[config.mk]
export PLATFORM = sky130hd
export DESIGN_NAME = traceback_unit_flat
export DESIGN_NICKNAME = d
export VERILOG_FILES = /design/src/rtl/traceback_unit_if.sv /design/src/rtl/traceback_unit.sv /design/src/flat_wrapper.sv
export SDC_FILE = /design/constraint.sdc
export NUM_CORES = 1
export LEC_CHECK = 0
export CORE_AREA = 2 2 69 71
export CTS_CLUSTER_DIAMETER = 30
export CTS_CLUSTER_SIZE = 8
export DETAILED_ROUTE_END_ITERATION = 8
export DIE_AREA = 0 0 71 73
export PLACE_DENSITY = 0.59
export SLEW_MARGIN = 10
export SYNTH_ARGS = -nofsm -noshare
export SYNTH_HDL_FRONTEND = slang
export SYNTH_SLANG_ARGS = --single-unit
[constraint.sdc]
create_clock -name clk -period 1.6 [get_ports clk]
set_clock_uncertainty 0.05 [all_clocks]
set_input_delay 0.16 -clock clk [delete_from_list [all_inputs] [get_ports clk]]
set_output_delay 0.16 -clock clk [all_outputs]
set_load 0.05 [all_outputs]
[src/rtl/traceback_unit_if.sv]
// rtl/traceback_unit_if.sv - traceback request, survivor-memory read and decoded-bit stream bundle
// master drives requests, survivor bits and out_ready; slave is the traceback unit.
interface traceback_unit_if #(
  parameter int M = 4,
  parameter int D = 10
);
  localparam int TW = $clog2(D);

  logic          start;
  logic [M-1:0]  start_state;
  logic [TW-1:0] start_time;
  logic          busy;
  logic [M-1:0]  rd_state;
  logic [TW-1:0] rd_time;
  logic          surv_bit;
  logic          out_valid;
  logic          out_bit;
  logic          out_ready;
  logic          done;

  modport master (
    output start, start_state, start_time, surv_bit, out_ready,
    input  busy, rd_state, rd_time, out_valid, out_bit, done
  );

  modport slave (
    input  start, start_state, start_time, surv_bit, out_ready,
    output busy, rd_state, rd_time, out_valid, out_bit, done
  );
endinterface

[src/rtl/traceback_unit.sv]
// rtl/traceback_unit.sv - Viterbi survivor-memory traceback with buffered, flow-controlled bit output
// Optional abort input enabled by defining TRACEBACK_ABORT_EN.
module traceback_unit #(
  parameter int K      = 5,
  parameter int M      = K - 1,
  parameter int S      = 1 << M,
  parameter int D      = 10,
  parameter int TB_LEN = 6
) (
  input logic clk,
  input logic rst,
`ifdef TRACEBACK_ABORT_EN
  input logic abort,
`endif
  traceback_unit_if.slave tb_if
);
  localparam int OUT_LEN = D - TB_LEN;
  localparam int TW      = $clog2(D);
  localparam int RSW     = $clog2(S);
  localparam int IW      = (OUT_LEN > 1) ? $clog2(OUT_LEN) : 1;

  typedef enum logic [1:0] {IDLE, TRACE, DRAIN} state_e;

  state_e               state_q;
  logic [M-1:0]         cur_state_q;
  logic [M-1:0]         cur_state_d;
  logic [TW-1:0]        cur_time_q;
  logic [TW-1:0]        cur_time_d;
  logic [TW-1:0]        step_q;
  logic [IW-1:0]        idx_q;
  logic [OUT_LEN-1:0]   buf_q;
  logic                 out_valid_q;
  logic                 out_bit_q;
  logic                 done_q;
  logic                 abort_hit;

`ifdef TRACEBACK_ABORT_EN
  assign abort_hit = abort;
`else
  assign abort_hit = 1'b0;
`endif

  // Walk one step back in time: the survivor bit becomes the new LSB of the predecessor state.
  assign cur_state_d = {cur_state_q[M-2:0], tb_if.surv_bit};
  assign cur_time_d  = (cur_time_q == '0) ? TW'(D - 1) : cur_time_q - TW'(1);

  assign tb_if.rd_state  = RSW'(cur_state_q);
  assign tb_if.rd_time   = cur_time_q;
  assign tb_if.busy      = (state_q != IDLE);
  assign tb_if.out_valid = out_valid_q;
  assign tb_if.out_bit   = out_bit_q;
  assign tb_if.done      = done_q;

  always_ff @(posedge clk) begin
    if (rst) begin
      state_q     <= IDLE;
      cur_state_q <= '0;
      cur_time_q  <= '0;
      step_q      <= '0;
      idx_q       <= '0;
      buf_q       <= '0;
      out_valid_q <= 1'b0;
      out_bit_q   <= 1'b0;
      done_q      <= 1'b0;
    end else if (abort_hit && state_q != IDLE) begin
      state_q     <= IDLE;
      out_valid_q <= 1'b0;
      done_q      <= 1'b0;
    end else begin
      done_q <= 1'b0;
      case (state_q)
        IDLE: begin
          if (tb_if.start) begin
            cur_state_q <= tb_if.start_state;
            cur_time_q  <= tb_if.start_time;
            step_q      <= '0;
            state_q     <= TRACE;
          end
        end
        TRACE: begin
          cur_state_q <= cur_state_d;
          cur_time_q  <= cur_time_d;
          step_q      <= step_q + TW'(1);
          for (int i = 0; i < OUT_LEN; i++) begin
            if (step_q == TW'(TB_LEN + i)) buf_q[i] <= cur_state_q[M-1];
          end
          // The last step writes the oldest entry, so it is forwarded straight to the output.
          if (step_q == TW'(D - 1)) begin
            state_q     <= DRAIN;
            idx_q       <= IW'(OUT_LEN - 1);
            out_valid_q <= 1'b1;
            out_bit_q   <= cur_state_q[M-1];
          end
        end
        DRAIN: begin
          if (out_valid_q && tb_if.out_ready) begin
            if (idx_q == '0) begin
              state_q     <= IDLE;
              out_valid_q <= 1'b0;
              done_q      <= 1'b1;
            end else begin
              idx_q <= idx_q - IW'(1);
              for (int i = 0; i < OUT_LEN - 1; i++) begin
                if (idx_q == IW'(i + 1)) out_bit_q <= buf_q[i];
              end
            end
          end
        end
        default: state_q <= IDLE;
      endcase
    end
  end
endmodule

[src/flat_wrapper.sv]
// flat-port wrapper written by rule: the top's interface ports become plain ports
module traceback_unit_flat 
#(
  parameter int K      = 5,
  parameter int M      = K - 1,
  parameter int S      = 1 << M,
  parameter int D      = 10,
  parameter int TB_LEN = 6
)
  (clk, rst, tb_if_start, tb_if_start_state, tb_if_start_time, tb_if_surv_bit, tb_if_out_ready, tb_if_busy, tb_if_rd_state, tb_if_rd_time, tb_if_out_valid, tb_if_out_bit, tb_if_done);
  traceback_unit_if #(.M(M), .D(D)) tb_if_i ();
  input logic clk;
  input logic rst;
  input wire logic [$bits(tb_if_i.start)-1:0] tb_if_start;
  input wire logic [$bits(tb_if_i.start_state)-1:0] tb_if_start_state;
  input wire logic [$bits(tb_if_i.start_time)-1:0] tb_if_start_time;
  input wire logic [$bits(tb_if_i.surv_bit)-1:0] tb_if_surv_bit;
  input wire logic [$bits(tb_if_i.out_ready)-1:0] tb_if_out_ready;
  output wire logic [$bits(tb_if_i.busy)-1:0] tb_if_busy;
  output wire logic [$bits(tb_if_i.rd_state)-1:0] tb_if_rd_state;
  output wire logic [$bits(tb_if_i.rd_time)-1:0] tb_if_rd_time;
  output wire logic [$bits(tb_if_i.out_valid)-1:0] tb_if_out_valid;
  output wire logic [$bits(tb_if_i.out_bit)-1:0] tb_if_out_bit;
  output wire logic [$bits(tb_if_i.done)-1:0] tb_if_done;
  assign tb_if_i.start = tb_if_start;
  assign tb_if_i.start_state = tb_if_start_state;
  assign tb_if_i.start_time = tb_if_start_time;
  assign tb_if_i.surv_bit = tb_if_surv_bit;
  assign tb_if_i.out_ready = tb_if_out_ready;
  assign tb_if_busy = tb_if_i.busy;
  assign tb_if_rd_state = tb_if_i.rd_state;
  assign tb_if_rd_time = tb_if_i.rd_time;
  assign tb_if_out_valid = tb_if_i.out_valid;
  assign tb_if_out_bit = tb_if_i.out_bit;
  assign tb_if_done = tb_if_i.done;
  traceback_unit #(.K(K), .M(M), .S(S), .D(D), .TB_LEN(TB_LEN)) u_core (.clk(clk), .rst(rst), .tb_if(tb_if_i));
endmodule
==> results of run 1 <==
per-layer routing:
layer | wire length, um | track usage | part of all wire
met5 | 0 | 0 | 0
met4 | 8 | 0.0356 | 0.0026
met3 | 131 | 0.0304 | 0.042
met2 | 1460 | 0.202 | 0.47
met1 | 1480 | 0.178 | 0.48
state kept, by name, indices dropped and copies added, names as in the netlist:
name,count
u_core.buf_q,3
u_core.idx_q,2
u_core.state_q,2
u_core.step_q,4
u_core.tb_if.done,1
u_core.tb_if.out_bit,1
u_core.tb_if.out_valid,1
u_core.tb_if.rd_state,4
u_core.tb_if.rd_time,4
layout make-up:
type / count / area, um^2
well taps: 54 / 67.6
fillers: 459 / 2670
repair buffers: 51 / 442
inverters: 12 / 45.0
flip-flops and latches: 22 / 449
multi-input cells: 107 / 822
clock buffers: 3 / 41.3
per-stage QoR:
stage | power (W) | hold slack, ns | setup slack [ns]
after detailed placement | 0.00138 | 0.404 | -0.0939
after global placement | 0.00137 | 0.396 | -0.0452
after CTS | 0.00178 | 0.416 | -0.00771
after global routing | 0.00193 | 0.450 | -0.143
final | 0.00180 | 0.410 | -0.0860
after floorplan | 0.00109 | 0.182 | 0.0109
kinds of logic (layout without fill, tap and decap cells):
| family | Yosys count | in the layout |
|---|---|---|
| AOI/OAI and AO/OA | 36 | 36 |
| DFF | 22 | 22 |
| adders and majority gates | 11 | 11 |
| buffers and inverters | 18 | 66 |
| and+or+nand+nor | 52 | 52 |
| muxes | 8 | 8 |
worst paths after layout:
kind	slack, ns	cells past startpoint	startpoint	endpoint
min	0.41	2	u_core.buf_q[1]	u_core.buf_q[1]
max reg2reg	-0.09	7	u_core.idx_q[0]	u_core.tb_if.out_bit
max	-0.09	7	u_core.idx_q[0]	u_core.tb_if.out_bit
min reg2reg	0.41	2	u_core.buf_q[1]	u_core.buf_q[1]
where the power goes:
part / internal (W) / switching, W / leakage [nW]
combinational: 0.000369 / 0.000418 / 0.573
sequential: 0.000606 / 0.0000572 / 0.182
clock: 0.000168 / 0.000178 / 0.0216
worst max-delay path, stage by stage, from the launching register on:
cell,delay [ns]
dfxtp_2,0.34
inv_2,0.05
ha_4,0.15
nand3b_1,0.20
a221oi_4,0.39
buf_4,0.19
a21oi_2,0.05
a311oi_1,0.18
placed cells by master, fill, tap and decap left out, types with 4 or more instances in the layout:
| cell type | n |
|---|---|
| inv_2 | 4 |
| ha_1 | 7 |
| mux2i_1 | 6 |
| clkdlybuf4s50_1 | 12 |
| a21oi_1 | 10 |
| dfxtp_1 | 17 |
| nand3_1 | 6 |
| ha_4 | 4 |
| dfxtp_2 | 4 |
| buf_4 | 36 |
| nor2_1 | 12 |
| inv_1 | 8 |
| a211oi_1 | 6 |
| nand2_1 | 12 |
| o21ai_0 | 5 |
what timing repair did:
action,4_1_cts,5_1_grt
endpoints found under the hold margin,0,0
setup endpoints to repair,6,14
gates resized for setup,14,8
pin swaps,8,4
buffers inserted,3,2
==> flow_summary.yaml, run 1 <==
setup_path:
  critPathLaunchType: "flip-flop"
  path_max_fanout: 5
  cp_data_required_time_ns: 1.73
  crit_arrival_ns: 1.81
  crit_path_end_kind: "flip-flop"
  critical_path_class: "reg -> reg"
logic_synthesis:
  synth_compound_area_frac: 0.199
  syn_inst: 147
  synth.top_cell.area_share: 0.346
  synth_cell_types: 36
  synthSimpleGateAreaFrac: 0.225
  syn_area_per_cell_um2: 8.65
  synth_top_family_by_area: "simple AND/OR/NAND/NOR gates"
  synth_most_common_cell: "dfxtp_1"
  syn_nets: 171
  synth_flop_cell: "dfxtp_1"
  netlist_area_um2: 1270
  synth_commonest_cells: "22 x dfxtp_1, 12 x inv_1, 12 x nand2_1, 12 x nor2_1"
  synthXorXnorAreaFrac: 0
  netlist_top_cells_area: "dfxtp_1 35%, ha_1 11%, mux2i_1 4.7%, a21oi_1 4.3%, a211oi_1 3.5%"
  synth_mux_area_frac: 0.0650
  ys_ff_latch: 22
  ys_warn_count: 0
  ys_seq_area_frac: 0.346
  synth_top_cell_by_area: "dfxtp_1"
  synthAdderAreaFrac: 0.108
  synth_edf_count: 0
  async_flop_share: 0
layout:
  antenna_cells: 0
  fin_nets: 221
  design_area_um2: 1870
  utilization: 0.412
  final_cells: 249
  drive_gt1_frac: 0.338
  area_delta_synth_final_pct: 46.9
sta:
  slew_headroom: 0.773
  hold_viol: 0
  fin_crit_ns: 1.69
  finalSetupTns_ns: -0.103
  timing.fmax_mhz: 593
  maxSlewViolCount: 0
  worst_pin_slew_ns: 0.341
  setup_slack_ns: -0.0860
  setup_viol: 2
  rsz0062_at_grt: "true"
  min_period_over_period: 1.05
job:
  maxCapViolCount: 0
grt:
  grt-ovfl-total: 0
  grt_usage: 0.129
  grt_pass1_vias: 1166
  antenna_found_initial: 0
  grt_pass1_wl_um: 5450
  grt_max_degree: 23
pwr:
  irDropWorstVdd_mv: 0.430
  total_leakage_power_nw: 0.777
  p_per_area_nw_per_um2: 962
cts:
  cts_buffers: 3
  h-tree-depth: 1
  insertion_delay_ns: 0.26
  cts.sinks: 22
  ctsLongestPathBuffers: 2
  cts_root_buf: "clkbuf_8"
  path_clk_slew_ns: 0.08
  cts.hold.buffers_added: 0
  cts_tree: "done"
outcome:
  violations: "setup timing"
  status: "finished with violations"
route:
  ant_nets: 0
  routed_wl_um: 3080
  vias: 1202
  first_pass_iters: 5
  drt_iter0_markers: 82
  route.detailed.drc: 0
  viasPerCell: 4.83
  avgRoutedWirePerCell_um: 12.4
die:
  start_util: 0.280
  coreArea_um2: 4540
  io_pins: 25
  die_h_um: 73
  die_width_um: 71
  die_area_um2: 5180
  std_cell_rows: 25
placement:
  placed_cells: 241
  dp_hpwl_um: 2210
  gp_congestion: 0.756
  port_buffers: 24
  placed_area_um2: 1710
hold_path:
  min_path_type: "reg -> reg"
No activity file was read; power rests on OpenSTA's default activity.
==> run 2: changes to the inputs <==
Settings changed: CORE_AREA 2 2 69 71 to 2 2 56 58, DIE_AREA 0 0 71 73 to 0 0 58 60, PLACE_DENSITY 0.59 to 0.81.
==> flow_summary.yaml, run 2 (synthesis gave the netlist of run 1 again) <==
placement:
  port_buffers: 24
  gp_congestion: 0.854
  dp_hpwl_um: 2200
pwr:
  swShare: 0.354
  switching_power_w: 0.000658
  total_leakage_power_nw: 0.746
  p_seq_frac: 0.355
  pwr-share-clk: 0.234
  intPower_w: 0.00120
  combPwrFrac: 0.411
  p_total_w: 0.00186
  irDropWorstVdd_mv: 0.722
  p_per_area_nw_per_um2: 1030
die:
  start_util: 0.438
  die_area_um2: 3480
  die_width_um: 58
  std_cell_rows: 20
  die_h_um: 60
  io_pins: 25
  coreArea_um2: 2900
grt:
  grt_pass1_vias: 1186
  grt-ovfl-total: 0
  antenna_found_initial: 0
  grt_usage: 0.190
  grt_pass1_wl_um: 5190
  grt_max_degree: 23
setup_path:
  cp_top_family: "compound AO/OA/AOI/OAI gates"
  crit_arrival_ns: 1.77
  critical_path_depth: 6
  critical_path_class: "reg -> reg"
  cp_data_required_time_ns: 1.79
  crit_buf_inv: 1
  crit_slowest_cell: "a221oi_4"
  path_max_fanout: 6
  crit_chain: "inv_1 > ha_4 > nand3b_1 > a221oi_4 > a21oi_2 > a311oi_1"
  critPathLaunchType: "flip-flop"
  reg2reg_depth: 6
  max_stage_delay_ns: 0.36
  crit_path_end_kind: "flip-flop"
route:
  routed_wl_um: 3120
  vias: 1214
  first_pass_iters: 4
  ant_nets: 0
  avgRoutedWirePerCell_um: 14.2
  viasPerCell: 5.54
  drt_iter0_markers: 23
  route.detailed.drc: 0
cts:
  ctsLongestPathBuffers: 2
  insertion_delay_ns: 0.31
  h-tree-depth: 1
  cts.sinks: 22
  cts_buffers: 3
  cts_root_buf: "clkbuf_4"
  path_clk_slew_ns: 0.13
  cts.hold.buffers_added: 0
  cts_tree: "done"
job:
  maxCapViolCount: 0
layout:
  fin_nets: 211
  final_common_cell: "buf_4"
  area_delta_synth_final_pct: 41.3
  utilization: 0.619
  drive_gt1_frac: 0.323
  layout_common_cells: "25 x buf_4, 17 x dfxtp_1, 12 x nor2_1, 12 x nand2_1, 12 x clkdlybuf4s50_1"
  n_fill_cell: 231
  antenna_cells: 0
sta:
  worst_pin_slew_ns: 0.375
  min_period_over_period: 0.990
  rsz0062_at_grt: "true"
  slew_headroom: 0.748
  hold_viol: 0
  maxSlewViolCount: 0
  fin_crit_ns: 1.58
  setup_viol: 0
  timing.fmax_mhz: 632
hold_path:
  whs_path_depth: 3
  min_path_type: "in -> reg"
outcome:
  status: "finished clean"
## run 2: worst reg2reg max path, cell delays in order, from the launching register on
cell,delay (ns)
dfxtp_2,0.35
inv_1,0.06
ha_4,0.16
nand3b_1,0.19
a221oi_4,0.36
a21oi_2,0.10
a311oi_1,0.25
## run 2: layer usage
| layer | GRT usage | wire length, um | vias to the layer above | share of wire |
|---|---|---|---|---|
| met5 | 0 | 0 | - | 0 |
| met4 | 0.0465 | 46 | 0 | 0.015 |
| met3 | 0.0303 | 118 | 7 | 0.038 |
| met2 | 0.343 | 1580 | 34 | 0.51 |
| met1 | 0.235 | 1370 | 568 | 0.44 |
| li1 | - | - | 605 | - |
## run 2: stage by stage
stage                     cells  TNS (ns)  instance area, um^2  worst slack (ns)  hold slack, ns
final                       219         0                 1800            0.0165           0.406
after detailed placement    213    -0.315                 1640           -0.0817           0.411
after floorplan             147         0                 1270            0.0109           0.182
after global routing        219    -0.178                 1800           -0.0858           0.438
after CTS                   219         0                 1740          0.000490           0.403
after global placement      213         0                 1640            0.0321           0.396
## run 2: power groups by stage
stage | logic, W | registers (W) | clock network [W]
floorplan | 0.000305 | 0.000789 | 0
CTS | 0.000728 | 0.000655 | 0.000443
finish | 0.000763 | 0.000659 | 0.000436
global placement | 0.000663 | 0.000661 | 0
global route | 0.000825 | 0.000667 | 0.000458
detailed placement | 0.000681 | 0.000665 | 0
## run 2: repair_timing
action / CTS / global route
setup endpoints to repair: 14 / 10
resized for setup: 11 / 16
setup buffers: 2 / 0
pin swaps: 4 / 6
## run 2: cell type report
type | count | area (um^2) | share of cell area
clock inverters | 1 | 30.0 | 0.0167
repair buffers | 41 | 374 | 0.208
clock buffers | 3 | 22.5 | 0.0125
flip-flops and latches | 22 | 447 | 0.249
multi-input cells | 107 | 835 | 0.464
well taps | 33 | 41.3 | 0.0230
inverters | 12 | 47.5 | 0.0265
## run 2: worst paths after layout
| check | to | startpoint | slack (ns) |
|---|---|---|---|
| worst max-delay path | u_core.tb_if.out_bit | u_core.idx_q[1] | 0.02 |
| worst min-delay path | u_core.tb_if.rd_time[0] | tb_if_start_time[0] | 0.41 |
| worst max register to register | u_core.tb_if.out_bit | u_core.idx_q[1] | 0.02 |
| worst min register to register | u_core.buf_q[0] | u_core.buf_q[0] | 0.42 |
